[src/rtl/act_mem_ext_streamer_pkg.sv]
// Shared types and constants for the activation-memory external streamer.
// The ACT_STREAMER_PERF_CNT_EN build macro enables the stall counter in the top.
package act_mem_ext_streamer_pkg;

    localparam int ACT_STREAM_N      = 16;
    localparam int ACT_STREAM_ACT_W  = 8;
    localparam int ACT_STREAM_BEAT_W = 32;
    localparam int ACT_STREAM_BPW    = ACT_STREAM_N * ACT_STREAM_ACT_W / ACT_STREAM_BEAT_W;

    typedef logic signed [ACT_STREAM_ACT_W-1:0] act_elem_t;
    typedef act_elem_t [ACT_STREAM_N-1:0]       act_word_t;

    typedef enum logic [1:0] {
        ST_IDLE,
        ST_LOAD,
        ST_STORE,
        ST_DONE
    } streamer_state_e;

    function automatic int beatsPerWord(input int nElem, input int elemW, input int beatW);
        return nElem * elemW / beatW;
    endfunction

endpackage

[src/rtl/act_stream_word_fifo.sv]
// Two-entry word FIFO with occupancy output, buffering memory reads on the store path.
// The controller never pushes when full nor pops when empty.
module act_stream_word_fifo #(
    parameter int WORD_W = 128
) (
    input  logic              clk,
    input  logic              reset,
    input  logic              push_i,
    input  logic [WORD_W-1:0] push_data_i,
    input  logic              pop_i,
    output logic [WORD_W-1:0] head_o,
    output logic [1:0]        occ_o
);

    logic [WORD_W-1:0] mem_q [2];
    logic              wr_ptr_q;
    logic              rd_ptr_q;
    logic [1:0]        occ_q;

    always_ff @(posedge clk or negedge reset) begin
        if (!reset) begin
            wr_ptr_q <= 1'b0;
            rd_ptr_q <= 1'b0;
            occ_q    <= 2'd0;
        end else begin
            if (push_i) wr_ptr_q <= ~wr_ptr_q;
            if (pop_i)  rd_ptr_q <= ~rd_ptr_q;
            occ_q <= occ_q + 2'(push_i) - 2'(pop_i);
        end
    end

    // Storage is not reset: an entry is only observed after it has been pushed.
    always_ff @(posedge clk) begin
        if (push_i) mem_q[wr_ptr_q] <= push_data_i;
    end

    assign head_o = mem_q[rd_ptr_q];
    assign occ_o  = occ_q;

endmodule

[src/rtl/act_mem_ext_streamer.sv]
// Moves whole activation words between the external memory port and a beat stream.
// Define ACT_STREAMER_PERF_CNT_EN to build the saturating stall counter.
module act_mem_ext_streamer
    import act_mem_ext_streamer_pkg::*;
#(
    parameter int N_DIM_ARRAY    = ACT_STREAM_N,
    parameter int ACT_DATA_WIDTH = ACT_STREAM_ACT_W,
    parameter int ADDR_W         = 16,
    parameter int BEAT_W         = ACT_STREAM_BEAT_W
) (
    input  logic                                clk,
    input  logic                                reset,
    input  logic                                cmd_valid,
    output logic                                cmd_ready,
    input  logic                                cmd_dir,
    input  logic [ADDR_W-1:0]                   cmd_addr,
    input  logic [ADDR_W-1:0]                   cmd_len,
    input  logic                                in_valid,
    output logic                                in_ready,
    input  logic [BEAT_W-1:0]                   in_data,
    output logic                                out_valid,
    input  logic                                out_ready,
    output logic [BEAT_W-1:0]                   out_data,
    output logic                                out_last,
    output logic                                wr_en_ext,
    output logic [ADDR_W-1:0]                   wr_addr_ext,
    output logic [N_DIM_ARRAY*ACT_DATA_WIDTH-1:0] wr_data_ext,
    output logic                                rd_en_ext,
    output logic [ADDR_W-1:0]                   rd_addr_ext,
    input  logic [N_DIM_ARRAY*ACT_DATA_WIDTH-1:0] rd_data_ext,
    output logic                                busy,
    output logic                                done,
    output logic [31:0]                         stall_cnt
);

    localparam int WORD_W = N_DIM_ARRAY * ACT_DATA_WIDTH;
    localparam int BPW    = beatsPerWord(N_DIM_ARRAY, ACT_DATA_WIDTH, BEAT_W);
    localparam int CNT_W  = (BPW > 1) ? $clog2(BPW) : 1;
    localparam logic [CNT_W-1:0]  LAST_BEAT = CNT_W'(BPW - 1);
    localparam logic [ADDR_W-1:0] STEP      = ADDR_W'(N_DIM_ARRAY);
    localparam logic [ADDR_W-1:0] ADDR_MASK = ~ADDR_W'(N_DIM_ARRAY - 1);

    streamer_state_e   state_q;
    logic [ADDR_W-1:0] addr_q;
    logic [ADDR_W-1:0] len_q;
    logic [ADDR_W-1:0] left_q;
    logic [CNT_W-1:0]  beat_cnt_q;
    logic [WORD_W-1:0] asm_q;
    logic              cmd_ready_q, busy_q, done_q;
    logic              wr_en_q, rd_en_q, rd_vld_q;
    logic [ADDR_W-1:0] wr_addr_q, rd_addr_q;
    logic [WORD_W-1:0] wr_data_q;

    logic              in_hs, out_hs, last_beat, rd_issue, fifo_pop;
    logic [WORD_W-1:0] asm_next, fifo_head;
    logic [1:0]        fifo_occ;
    logic [2:0]        occ_after;

    // left_q counts words still to assemble (load) or still to read (store);
    // len_q counts words still to write (load) or still to emit (store).
    assign in_ready  = (state_q == ST_LOAD) && (left_q != '0);
    assign in_hs     = in_valid && in_ready;
    assign out_valid = (state_q == ST_STORE) && (fifo_occ != 2'd0);
    assign out_hs    = out_valid && out_ready;
    assign last_beat = (beat_cnt_q == LAST_BEAT);
    assign out_last  = out_valid && last_beat && (len_q == ADDR_W'(1));
    assign out_data  = out_valid ? BEAT_W'(fifo_head >> (32'(beat_cnt_q) * 32'(BEAT_W))) : '0;
    assign fifo_pop  = out_hs && last_beat;
    assign asm_next  = WORD_W'({in_data, asm_q} >> BEAT_W);

    // Words resident or in flight after this edge, before any new read is issued.
    assign occ_after = 3'(fifo_occ) + 3'(rd_vld_q) + 3'(rd_en_q) - 3'(fifo_pop);
    assign rd_issue  = (state_q == ST_STORE) && (left_q != '0) && (occ_after < 3'd2);

    act_stream_word_fifo #(.WORD_W(WORD_W)) u_fifo (
        .clk         (clk),
        .reset       (reset),
        .push_i      (rd_vld_q),
        .push_data_i (rd_data_ext),
        .pop_i       (fifo_pop),
        .head_o      (fifo_head),
        .occ_o       (fifo_occ)
    );

    always_ff @(posedge clk or negedge reset) begin
        if (!reset) begin
            state_q     <= ST_IDLE;
            addr_q      <= '0;
            len_q       <= '0;
            left_q      <= '0;
            beat_cnt_q  <= '0;
            asm_q       <= '0;
            cmd_ready_q <= 1'b1;
            busy_q      <= 1'b0;
            done_q      <= 1'b0;
            wr_en_q     <= 1'b0;
            rd_en_q     <= 1'b0;
            rd_vld_q    <= 1'b0;
            wr_addr_q   <= '0;
            rd_addr_q   <= '0;
            wr_data_q   <= '0;
        end else begin
            wr_en_q  <= 1'b0;
            rd_en_q  <= 1'b0;
            done_q   <= 1'b0;
            rd_vld_q <= rd_en_q;
            case (state_q)
                ST_IDLE: begin
                    if (cmd_valid && cmd_ready_q) begin
                        cmd_ready_q <= 1'b0;
                        busy_q      <= 1'b1;
                        addr_q      <= cmd_addr & ADDR_MASK;
                        len_q       <= cmd_len;
                        left_q      <= cmd_len;
                        beat_cnt_q  <= '0;
                        if (cmd_len == '0) begin
                            state_q <= ST_DONE;
                            done_q  <= 1'b1;
                        end else if (cmd_dir) begin
                            state_q   <= ST_STORE;
                            rd_en_q   <= 1'b1;
                            rd_addr_q <= cmd_addr & ADDR_MASK;
                            addr_q    <= (cmd_addr & ADDR_MASK) + STEP;
                            left_q    <= cmd_len - ADDR_W'(1);
                        end else begin
                            state_q <= ST_LOAD;
                        end
                    end
                end
                ST_LOAD: begin
                    if (in_hs) begin
                        asm_q      <= asm_next;
                        beat_cnt_q <= last_beat ? '0 : beat_cnt_q + CNT_W'(1);
                        if (last_beat) begin
                            wr_en_q   <= 1'b1;
                            wr_addr_q <= addr_q;
                            wr_data_q <= asm_next;
                            addr_q    <= addr_q + STEP;
                            left_q    <= left_q - ADDR_W'(1);
                        end
                    end
                    if (wr_en_q) begin
                        len_q <= len_q - ADDR_W'(1);
                        if (len_q == ADDR_W'(1)) begin
                            state_q <= ST_DONE;
                            done_q  <= 1'b1;
                        end
                    end
                end
                ST_STORE: begin
                    if (rd_issue) begin
                        rd_en_q   <= 1'b1;
                        rd_addr_q <= addr_q;
                        addr_q    <= addr_q + STEP;
                        left_q    <= left_q - ADDR_W'(1);
                    end
                    if (out_hs) begin
                        beat_cnt_q <= last_beat ? '0 : beat_cnt_q + CNT_W'(1);
                        if (last_beat) begin
                            len_q <= len_q - ADDR_W'(1);
                            if (len_q == ADDR_W'(1)) begin
                                state_q <= ST_DONE;
                                done_q  <= 1'b1;
                            end
                        end
                    end
                end
                ST_DONE: begin
                    state_q     <= ST_IDLE;
                    cmd_ready_q <= 1'b1;
                    busy_q      <= 1'b0;
                end
                default: state_q <= ST_IDLE;
            endcase
        end
    end

    assign cmd_ready   = cmd_ready_q;
    assign busy        = busy_q;
    assign done        = done_q;
    assign wr_en_ext   = wr_en_q;
    assign wr_addr_ext = wr_addr_q;
    assign wr_data_ext = wr_data_q;
    assign rd_en_ext   = rd_en_q;
    assign rd_addr_ext = rd_addr_q;

`ifdef ACT_STREAMER_PERF_CNT_EN
    logic [31:0] stall_cnt_q;
    logic        stall;

    // A load cycle only counts while a beat is actually wanted, so the write-back cycle is not a stall.
    assign stall = ((state_q == ST_LOAD) && in_ready && !in_valid) ||
                   ((state_q == ST_STORE) && !out_hs);

    always_ff @(posedge clk or negedge reset) begin
        if (!reset) begin
            stall_cnt_q <= '0;
        end else if ((state_q == ST_IDLE) && cmd_valid && cmd_ready_q) begin
            stall_cnt_q <= '0;
        end else if (stall && (stall_cnt_q != '1)) begin
            stall_cnt_q <= stall_cnt_q + 32'd1;
        end
    end

    assign stall_cnt = stall_cnt_q;
`else
    assign stall_cnt = '0;
`endif

endmodule

[config.mk]
export PLATFORM = sky130hd
export DESIGN_NAME = act_mem_ext_streamer
export DESIGN_NICKNAME = d
export VERILOG_FILES = /design/src/rtl/act_mem_ext_streamer_pkg.sv /design/src/rtl/act_stream_word_fifo.sv /design/src/rtl/act_mem_ext_streamer.sv
export SDC_FILE = /design/constraint.sdc
export NUM_CORES = 1
export LEC_CHECK = 0
export BUFFER_PORTS_ARGS = -buffer_cell sky130_fd_sc_hd__buf_2
export CAP_MARGIN = 20
export CORE_MARGIN = 1.5
export CORE_UTILIZATION = 50
export CTS_BUF_LIST = sky130_fd_sc_hd__clkbuf_2 sky130_fd_sc_hd__clkbuf_4 sky130_fd_sc_hd__clkbuf_8
export CTS_CLUSTER_DIAMETER = 60
export DETAILED_ROUTE_END_ITERATION = 10
export GPL_TIMING_DRIVEN = 0
export PLACE_DENSITY = 0.73
export SYNTH_ARGS = -nofsm -noshare
export SYNTH_HDL_FRONTEND = slang
export SYNTH_SLANG_ARGS = --single-unit
[constraint.sdc]
create_clock -name clk -period 17.1 [get_ports clk]
set_input_delay 3.42 -clock clk [delete_from_list [all_inputs] [get_ports clk]]
set_output_delay 3.42 -clock clk [all_outputs]
set_load 0.02 [all_outputs]
==> impl_metrics.py, run 1 <==
metrics = {
    "run_status": {
        "outcome": "finished, final reports clean",
    },
    "cts": {
        "cts_setup_buffers": 0,
        "cts_buffers": 91,
        "post_cts_resize_count": 0,
        "clock_path_buffers": 3,
        "cts_tree": "built",
        "clock_sink_count": 562,
        "worstSkewPairLatency_ps": 670,
        "clkTransAtPathRegs_ps": 60,
        "postCtsHoldBufs": 0,
        "root_buffer": "clkbuf_8",
        "h-tree-depth": 3,
    },
    "setup_path": {
        "criticalPathCategory": "register to output pin",
        "endpoint_kind": "output pin",
        "critPathRequiredTime_ps": 13680,
        "crit_fanout": 10,
        "start_kind": "register",
        "critPathArrivalTime_ps": 3430,
    },
    "sta": {
        "rsz0062_at_grt": "no",
        "slew_headroom_pct": 32.4,
        "finalClockSkew_ps": 23.5,
        "finalCritPeriodShare_pct": 40.1,
        "setup_viol": 0,
        "setup_tns_ps": 0,
        "finalHoldViolations": 0,
        "max_freq_mhz": 146,
        "fin_hold_ws_ps": 451,
        "maxSlewViolCount": 0,
        "min_period_ps": 6850,
        "worst_pin_slew_ps": 1010,
    },
    "synthesis": {
        "synth_seq_area_share_pct": 64.4,
        "ys_async_sr_fraction_pct": 54.4,
        "yosysTopAreaCellShare_pct": 32.3,
        "yosysMostFrequentCell": "dfrtp_1",
        "syn-instance-count": 1545,
        "synth_top_flop_cell": "dfrtp_1",
        "ys_top_cells_by_area": "edfxtp_1 32%, dfrtp_1 32%, mux2_2 7.1%",
        "synth_edf_count": 256,
        "synth_common_cells": "305 x dfrtp_1, 256 x edfxtp_1, 150 x mux2_2",
        "synth_cell_type_count": 70,
        "syn_avg_cell_area_um2": 15.4,
        "synth_warnings": 0,
        "yosys.area.top_type": "edfxtp_1",
        "syn_area_um2": 23800,
        "synth-seq-cells": 562,
    },
    "die": {
        "core.rowCount": 79,
        "die_area_um2": 48900,
        "start_util_pct": 50.9,
        "ios": 430,
        "die_h_um": 221,
        "core_area_um2": 46800,
        "die_x_um": 221,
    },
    "detailed_routing": {
        "dr.pass1.iters": 5,
        "drtIter0Drc": 984,
        "drcViolationCount": 0,
        "num_vias": 15200,
        "ant_nets": 0,
        "viasPerCell": 5.51,
        "wl_per_cell_um": 21.2,
        "wl_um": 58300,
    },
    "job": {
        "drv_cap": 0,
    },
    "grt": {
        "grt_max_degree": 120,
        "grt_first_pass_wirelength_um": 90500,
        "grt_overflow": 0,
        "grt_usage_pct": 24.0,
        "grt_pass1_vias": 15600,
        "antenna_found_initial": 16,
    },
    "layout": {
        "nets": 2283,
        "areaGrowthSynthToFinish_pct": 20.6,
        "drive_gt1_share_pct": 43.9,
    },
    "power": {
        "leakage_nw": 12.4,
        "max-vdd-ir-drop_uv": 107,
        "power_density_nw_per_um2": 182,
    },
    "place": {
        "port_buffers": 385,
        "place.gp.congestion": 0.887,
        "dpl.hpwl_um": 41600,
    },
    "worst_hold_path": {
        "hold_path.class": "register to register",
    },
}
cell usage in the layout (no fill, tap or decap), types with 8 or more instances in the layout:
| master | n |
|---|---|
| o21ai_0 | 30 |
| mux2_4 | 89 |
| and3_1 | 18 |
| buf_2 | 403 |
| clkbuf_1 | 40 |
| mux4_2 | 64 |
| dfrtp_1 | 305 |
| a21oi_1 | 92 |
| clkbuf_4 | 28 |
| nand3_1 | 38 |
| clkbuf_8 | 106 |
| buf_6 | 11 |
| buf_1 | 8 |
| buf_4 | 43 |
| clkinv_1 | 17 |
| xnor2_1 | 16 |
| mux2_2 | 150 |
| o22ai_1 | 42 |
| nor2_1 | 46 |
| inv_1 | 23 |
| mux2i_1 | 15 |
| nor3_1 | 16 |
| conb_1 | 40 |
| nand2_1 | 98 |
| xor2_1 | 9 |
| ha_1 | 15 |
| edfxtp_1 | 256 |
logic make-up (layout without fill, tap and decap cells):
logic type | Yosys count | count (layout) | share of synthesized area [%]
flops | 562 | 562 | 64.4
mux | 320 | 320 | 19.5
simple gates | 264 | 264 | 5.47
compound gates | 211 | 211 | 5.36
buf+inv | 146 | 702 | 3.43
xor+xnor | 25 | 25 | 0.920
fa+ha+maj | 16 | 16 | 0.872
other cells | 1 | 46 | 0.0157
report_power, final:
group          internal, mW  switching, mW  total, mW
logic                 0.817           1.07       1.89
clock network         0.659          0.530       1.19
registers              1.86          0.273       2.14
state kept, by name (all words and copies together) (netlist names):
register         count
u_fifo.mem_q       256
wr_data_ext        128
asm_q               96
left_q              16
len_q               16
addr_q              12
rd_addr_ext         12
wr_addr_ext         12
beat_cnt_q           2
state_q              2
u_fifo.occ_o         2
busy                 1
cmd_ready            1
done                 1
rd_en_ext            1
rd_vld_q             1
u_fifo.rd_ptr_q      1
u_fifo.wr_ptr_q      1
wr_en_ext            1
per-layer routing:
metal / up-vias / global-route usage [%] / wire (um)
li1: 6821 / - / -
met5: - / 0 / 130
met3: 112 / 7.81 / 4860
met1: 7594 / 30.3 / 23500
met2: 609 / 39.3 / 28300
met4: 22 / 7.54 / 1470
worst max-delay path, stage by stage (launching register included):
cell	delay (ps)
dfrtp_1	410
inv_1	100
ha_1	230
clkbuf_1	570
o21ai_1	490
clkbuf_1	380
a21oi_1	350
buf_2	230
layout make-up:
class / instances / area, um2
Clock buffer: 134 / 1670
Timing Repair Buffer: 392 / 2100
Buffer: 121 / 722
Clock inverter: 30 / 215
Multi-Input combinational cell: 876 / 7810
Inverter: 25 / 93.8
Antenna cell: 6 / 15.0
Sequential cell: 562 / 15300
Tap cell: 607 / 759
Fill cell: 3586 / 18000
final timing paths:
check / to / from / slack [ps] / cells past startpoint
min in group asynchronous: wr_data_ext[2]$_DFFE_PN0P_ / reset / 2710 / 1
min reg2reg: rd_vld_q$_DFF_PN0_ / rd_en_ext$_DFF_PN0_ / 450 / 0
max in group asynchronous: len_q[13]$_DFFE_PN0P_ / reset / 13350 / 2
max reg2reg: addr_q[10]$_DFFE_PN0P_ / beat_cnt_q[0]$_DFFE_PN0P_ / 12430 / 15
max: out_data[12] / state_q[0]$_DFFE_PN0P_ / 10250 / 7
min: rd_vld_q$_DFF_PN0_ / rd_en_ext$_DFF_PN0_ / 450 / 0
stage by stage:
stage | setup slack [ps] | instances | util, % | instance area (um2) | power, mW
detailed placement | 9740 | 2583 | 57.4 | 26800 | 4.05
global placement | 6930 | 2576 | 57.0 | 26600 | 3.99
finish | 10250 | 2753 | 61.4 | 28700 | 5.22
global route | 10030 | 2750 | 61.4 | 28700 | 5.51
floorplan | 10720 | 1584 | - | 24000 | 3.41
CTS | 10220 | 2747 | 61.4 | 28700 | 5.26
(Power assumes the default switching activity.)
==> inputs of run 2 (changes only) <==
--- a/config.mk
+++ b/config.mk
@@ -5,6 +5,7 @@
 export SDC_FILE = /design/constraint.sdc
 export NUM_CORES = 1
 export LEC_CHECK = 0
+export ABC_AREA = 1
 export BUFFER_PORTS_ARGS = -buffer_cell sky130_fd_sc_hd__buf_2
 export CAP_MARGIN = 20
 export CORE_MARGIN = 1.5
@@ -13,7 +14,7 @@
 export CTS_CLUSTER_DIAMETER = 60
 export DETAILED_ROUTE_END_ITERATION = 10
 export GPL_TIMING_DRIVEN = 0
-export PLACE_DENSITY = 0.73
+export PLACE_DENSITY = 0.75
 export SYNTH_ARGS = -nofsm -noshare
 export SYNTH_HDL_FRONTEND = slang
 export SYNTH_SLANG_ARGS = --single-unit
==> constraint.sdc (replaced) <==
create_clock -name clk -period 5.8 [get_ports clk]
set_input_delay 1.16 -clock clk [delete_from_list [all_inputs] [get_ports clk]]
set_output_delay 1.16 -clock clk [all_outputs]
set_load 0.02 [all_outputs]
==> run 2 against run 1 <==
- first-iteration DRC count grew 77%
- non-clock buffer count grew 48
- hold slack gained 15 ps
- count of clock-buffer cells in the layout grew 7
- final cell count grew 34%
- critical path type unchanged
- critical endpoint is now out_data[21]
- largest power group is now combinational logic
==> impl_metrics.py, run 2 <==
metrics = {
    "layout": {
        "largest_reg_flops": 256,
        "layout_common_cells": "562 x nand2_1, 427 x buf_2, 347 x nor2_1, 305 x dfrtp_1, 256 x edfxtp_1",
        "final_cells": 3698,
        "final_common_cell": "nand2_1",
        "fillers": 3965,
        "regMostFlops": "u_fifo.mem_q",
        "nets": 3213,
        "areaGrowthSynthToFinish_pct": 20.2,
        "drive_gt1_share_pct": 23.6,
    },
    "power": {
        "power_density_nw_per_um2": 549,
        "max-vdd-ir-drop_uv": 290,
        "leakage_nw": 13.7,
        "p_total_mw": 16.2,
    },
    "detailed_routing": {
        "drtIter0Drc": 1739,
        "dr.pass1.iters": 5,
        "num_vias": 19900,
        "drcViolationCount": 0,
        "wl_um": 71600,
        "viasPerCell": 5.38,
        "ant_nets": 0,
        "wl_per_cell_um": 19.4,
    },
    "place": {
        "place.gp.congestion": 0.915,
        "place_ws_ps": 1840,
        "placedCellCount": 3520,
        "dpl.hpwl_um": 51900,
        "port_buffers": 384,
    },
    "job": {
        "drv_cap": 0,
    },
    "cts": {
        "postCtsHoldBufs": 0,
        "clock_sink_count": 562,
        "root_buffer": "clkbuf_8",
        "clkTransAtPathRegs_ps": 60,
        "clock_path_buffers": 3,
        "cts_buffers": 92,
        "h-tree-depth": 3,
        "worstSkewPairLatency_ps": 680,
        "post_cts_resize_count": 0,
        "cts_setup_buffers": 0,
        "cts_tree": "built",
    },
    "grt": {
        "grt_max_degree": 106,
        "grt_usage_pct": 28.4,
        "grt_first_pass_wirelength_um": 109000,
        "grt_overflow": 0,
        "grt_pass1_vias": 19500,
        "antenna_found_initial": 21,
    },
    "setup_path": {
        "endpoint_kind": "output pin",
        "ff2ff_setup_slack_ps": 1830,
        "criticalPathCategory": "register to output pin",
        "r2r_cells": 21,
        "cpMostUsedCell": "buf_2",
        "r2r_start": "state_q[0]$_DFFE_PN0P_",
        "crit_fanout": 10,
        "rr_endpoint": "addr_q[11]$_DFFE_PN0P_",
        "start_kind": "register",
        "critPathArrivalTime_ps": 2990,
        "critPathSlowestCell": "clkbuf_1",
        "critPathRequiredTime_ps": 4640,
        "crit_buf_inv": 3,
        "crit_chain": "buf_2, clkbuf_1, o32ai_1, o21ai_0, nor2_1, buf_2",
        "critPathMaxStageDelay_ps": 540,
        "cp_top_family": "buffers and inverters",
    },
    "sta": {
        "max_freq_mhz": 241,
        "finalClockSkew_ps": 18.8,
        "worst_pin_slew_ps": 843,
        "finalCritPeriodShare_pct": 71.6,
        "setup_tns_ps": 0,
        "slew_headroom_pct": 43.8,
        "min_period_ps": 4150,
        "finalHoldViolations": 0,
        "setup_viol": 0,
        "fin_ws_ps": 1650,
        "rsz0062_at_grt": "no",
        "fin_hold_ws_ps": 466,
        "maxSlewViolCount": 0,
    },
    "synthesis": {
        "synth-seq-cells": 562,
        "ys_top_cells_by_area": "edfxtp_1 31%, dfrtp_1 31%, nand2_1 8.6%",
        "synth_warnings": 0,
        "synth-simple-area-share_pct": 17.4,
        "synth_top_flop_cell": "dfrtp_1",
        "syn_avg_cell_area_um2": 9.91,
        "synth_seq_area_share_pct": 62.6,
        "synth_compound_area_share_pct": 11.2,
        "synth_edf_count": 256,
        "synth_top_family_by_area": "simple AND/OR/NAND/NOR gates",
        "synth-xor-area-share_pct": 0.714,
        "syn-instance-count": 2475,
        "ys_async_sr_fraction_pct": 54.4,
        "yosysTopAreaCellShare_pct": 31.4,
        "yosysMostFrequentCell": "nand2_1",
        "syn_area_um2": 24500,
        "synth_fa_ha_area_share_pct": 0.847,
        "synthMuxAreaShare_pct": 0,
        "yosys.area.top_type": "edfxtp_1",
        "synth_cell_type_count": 49,
        "synth_common_cells": "562 x nand2_1, 348 x nor2_1, 305 x dfrtp_1",
    },
    "die": {
        "core.rowCount": 80,
        "core_area_um2": 48000,
        "die_area_um2": 50400,
        "start_util_pct": 51.0,
        "die_h_um": 224,
        "ios": 430,
        "die_x_um": 224,
    },
    "run_status": {
        "outcome": "finished, final reports clean",
    },
    "worst_hold_path": {
        "min_from": "asm_q[54]$_DFFE_PN0P_",
        "min_to": "wr_data_ext[22]$_DFFE_PN0P_",
        "hold_path.class": "register to register",
        "min_path_cells": 2,
    },
}
==> run 2: cell types whose count changed in the layout (fill, tap and decap cells not counted), sizes merged, moves of 64 or more <==
cell	before	now
mux2	241	0
nor2	47	359
o21ai	33	363
mux4	64	0
inv	30	185
nand2	99	578
==> run 2: cell families (layout without fill, tap and decap cells) <==
| family | after synthesis | count (layout) |
|---|---|---|
| compound gates | 480 | 480 |
| buf+inv | 355 | 908 |
| simple gates | 1041 | 1041 |
| xor+xnor | 20 | 20 |
| fa+ha+maj | 16 | 16 |
| flops | 562 | 562 |
| other cells | 1 | 56 |
==> run 2: area by class of cell <==
| cell class | count | area [um2] | area share (%) |
|---|---|---|---|
| inverters | 185 | 707 | 2.40 |
| plain buffers | 170 | 1070 | 3.64 |
| multi-input cells | 1597 | 7550 | 25.6 |
| diodes | 16 | 40.0 | 0.136 |
| flip-flops and latches | 562 | 15300 | 52.1 |
| repair buffers | 391 | 2100 | 7.13 |
| clock buffers | 141 | 1730 | 5.86 |
| well taps | 615 | 769 | 2.61 |
| clock inverters | 21 | 150 | 0.510 |
==> run 2: how the worst max path moves through the flow <==
stage / to / cells past startpoint / slack [ps] / startpoint
2_1_floorplan: u_fifo.mem_q[0][0]$_DFFE_PP_ / 2 / 1580 / rd_vld_q$_DFF_PN0_
3_3_place_gp: wr_data_ext[123]$_DFFE_PN0P_ / 1 / -2070 / reset
3_5_place_dp: left_q[11]$_DFFE_PN0P_ / 21 / 1840 / state_q[0]$_DFFE_PN0P_
4_1_cts: out_data[21] / 6 / 1550 / beat_cnt_q[0]$_DFFE_PN0P_
5_1_grt: out_data[21] / 6 / 1510 / beat_cnt_q[0]$_DFFE_PN0P_
6_report: out_data[21] / 6 / 1650 / beat_cnt_q[0]$_DFFE_PN0P_
==> run 2: power breakdown <==
group          leakage [nW]  switching, mW  internal (mW)
Combinational          6.40           4.40           2.02
Clock                  1.01           1.55           1.98
Sequential             6.28          0.691           5.55
==> run 2: tightest hold or removal path: stages (launching register included) <==
cell	delay, ps
dfrtp_1	340
nand2_1	50
nand2_1	40
==> run 2: routing by layer <==
layer	GRT usage, %	routed length (um)	up-vias
met2	45.3	33700	823
li1	-	-	9247
met3	7.24	5970	160
met5	0	73	-
met4	11.8	2410	12
met1	37.0	29400	9636
==> run 2: through the flow <==
stage               area [um2]  util [%]
floorplan                24700         -
global placement         27400      56.9
detailed placement       27600      57.3
CTS                      29400      61.3
global route             29400      61.3
finish                   29500      61.3
==> inputs of run 3 (changes only) <==
==> constraint.sdc (replaced) <==
create_clock -name clk -period 3.65 [get_ports clk]
set_input_delay 0.73 -clock clk [delete_from_list [all_inputs] [get_ports clk]]
set_output_delay 0.73 -clock clk [all_outputs]
set_load 0.02 [all_outputs]
==> run 3 against run 2 <==
- first-iteration DRC count increased by 5.4%
- clock power increased by 65%
- total power increased by 61%
- final cell count increased by 0.38%
- critical path depth increased by 1
- sequential cell count unchanged
- count of clock-buffer cells in the layout increased by 5
- core utilization increased by 0.63 points
- hold slack got worse by 230 ps
- wire length increased by 0.17%
- sequential share of layout area decreased by 0.53 points
==> impl_metrics.py, run 3 (synthesis results as in run 2) <==
metrics = {
    "detailed_routing": {
        "wl_um": 71700,
        "ant_nets": 0,
        "wl_per_cell_um": 19.3,
        "num_vias": 20000,
        "drtIter0Drc": 1833,
        "dr.pass1.iters": 6,
        "viasPerCell": 5.40,
        "drcViolationCount": 0,
    },
    "layout": {
        "largest_reg_flops": 256,
        "stdcell_area_um2": 29800,
        "final_common_cell": "nand2_1",
        "regMostFlops": "u_fifo.mem_q",
        "final_cells": 3712,
        "layout_common_cells": "562 x nand2_1, 418 x buf_2, 347 x nor2_1, 305 x dfrtp_1, 256 x edfxtp_1",
        "nets": 3222,
        "drive_gt1_share_pct": 24.6,
        "areaGrowthSynthToFinish_pct": 21.4,
        "fillers": 3991,
    },
    "cts": {
        "cts_buffers": 91,
        "h-tree-depth": 3,
        "root_buffer": "clkbuf_8",
        "clkTransAtPathRegs_ps": 60,
        "cts_tree": "built",
        "worstSkewPairLatency_ps": 690,
        "clock_path_buffers": 3,
        "clock_sink_count": 562,
    },
    "place": {
        "place.gp.congestion": 0.905,
        "port_buffers": 384,
        "place_area_um2": 27600,
        "place_ws_ps": -264,
        "placedCellCount": 3521,
        "dpl.hpwl_um": 52100,
    },
    "grt": {
        "grt_first_pass_wirelength_um": 109000,
        "grt_overflow": 0,
        "grt_max_degree": 110,
        "grt_pass1_vias": 19800,
        "antenna_found_initial": 27,
        "grt_usage_pct": 28.3,
    },
    "sta": {
        "max_freq_mhz": 283,
        "worst_pin_slew_ps": 730,
        "maxSlewViolCount": 0,
        "slew_headroom_pct": 51.3,
        "finalClockSkew_ps": 41.9,
        "finalCritPeriodShare_pct": 96.7,
        "fin_ws_ps": 122,
        "setup_tns_ps": 0,
        "min_period_ps": 3530,
        "finalHoldViolations": 0,
        "fin_hold_ws_ps": 241,
        "setup_viol": 0,
    },
    "setup_path": {
        "crit_chain": "buf_2, clkbuf_1, o21ai_0, o32ai_1, nor2_1, nor2_1, buf_2",
        "crit_start": "beat_cnt_q[0]$_DFFE_PN0P_",
        "critPathRequiredTime_ps": 2920,
        "critPathArrivalTime_ps": 2800,
        "endpoint_kind": "output pin",
        "rr_endpoint": "addr_q[7]$_DFFE_PN0P_",
        "r2r_cells": 21,
        "critPathSlowestCell": "dfrtp_1",
        "r2r_start": "state_q[0]$_DFFE_PN0P_",
        "ff2ff_setup_slack_ps": 190,
        "critPathMaxStageDelay_ps": 480,
        "criticalPathCategory": "register to output pin",
        "start_kind": "register",
        "endpoint": "out_data[17]",
        "crit_fanout": 10,
    },
    "worst_hold_path": {
        "min_from": "rd_data_ext[66]",
        "hold_path.class": "input pin to register",
    },
    "power": {
        "power_density_nw_per_um2": 878,
        "max-vdd-ir-drop_uv": 564,
        "leakage_nw": 13.9,
    },
    "die": {
        "die_x_um": 224,
        "ios": 430,
        "die_area_um2": 50400,
        "core.rowCount": 80,
        "start_util_pct": 51.0,
        "die_h_um": 224,
        "core_area_um2": 48000,
    },
    "run_status": {
        "outcome": "finished, final reports clean",
    },
    "job": {
        "drv_cap": 0,
    },
}
==> run 3: cell count changes in the layout (fill, tap and decap cells not counted), sizes merged <==
cell         before  now
clkbuf          189  200
buf             513  516
clkinv           19   16
bufinv            2    3
clkinvlp          0    1
diode            16   15
dlygate4sd3       0    1
inv             185  186
==> run 3: through the flow <==
stage               power, mW  utilization [%]
finish                   26.1             62.0
global route             27.7             61.9
CTS                      26.0             61.6
detailed placement       20.1             57.4
global placement         19.8             57.0
floorplan                16.4                -
==> run 3: cell type report <==
cell class	count	area (um2)	share of cell area [%]
Sequential cell	562	15300	51.5
Clock buffer	146	1800	6.04
Clock inverter	21	189	0.635
Inverter	185	707	2.37
Buffer	169	1130	3.78
Timing Repair Buffer	402	2200	7.39
Multi-Input combinational cell	1597	7600	25.5
Antenna cell	15	37.5	0.126
Tap cell	615	769	2.58
==> run 3: worst min-delay path by stage <==
stage,endpoint,cells after the start
floorplan,addr_q[10]$_DFFE_PN0P_,0
global placement,wr_data_ext[24]$_DFFE_PN0P_,2
detailed placement,wr_data_ext[0]$_DFFE_PN0P_,2
CTS,u_fifo.mem_q[1][54]$_DFFE_PP_,1
global route,u_fifo.mem_q[0][96]$_DFFE_PP_,1
finish,u_fifo.mem_q[1][66]$_DFFE_PP_,1
==> run 3: timing repair <==
item	4_1_cts	5_1_grt
endpoints found under the hold margin	9	0
gates resized for setup	10	37
pin swaps	0	3
hold buffers	1	0
endpoints found under the setup margin	55	62
buffers inserted	1	8
==> run 3: layer usage <==
| layer | share of wire [%] | track usage, % | vias up |
|---|---|---|---|
| met4 | 3.8 | 11.4 | 24 |
| met3 | 8.9 | 8.15 | 184 |
| met1 | 40 | 36.1 | 9715 |
| li1 | - | - | 9270 |
| met2 | 47 | 45.6 | 847 |
| met5 | 0.22 | 0 | - |
==> run 3: worst max-delay path: cells and delay by family, from the launching register on <==
kind | cells | cell delay (ps)
buffers and inverters | 3 | 950
AND/OR/NAND/NOR | 2 | 280
flip-flops | 1 | 480
AO/OA/AOI/OAI | 2 | 410
==> run 3: where the power goes <==
group	internal, mW	leakage, nW	total [mW]	switching (mW)
logic	3.34	6.52	10.4	7.03
registers	8.82	6.28	9.93	1.11
clock network	3.33	1.06	5.83	2.49
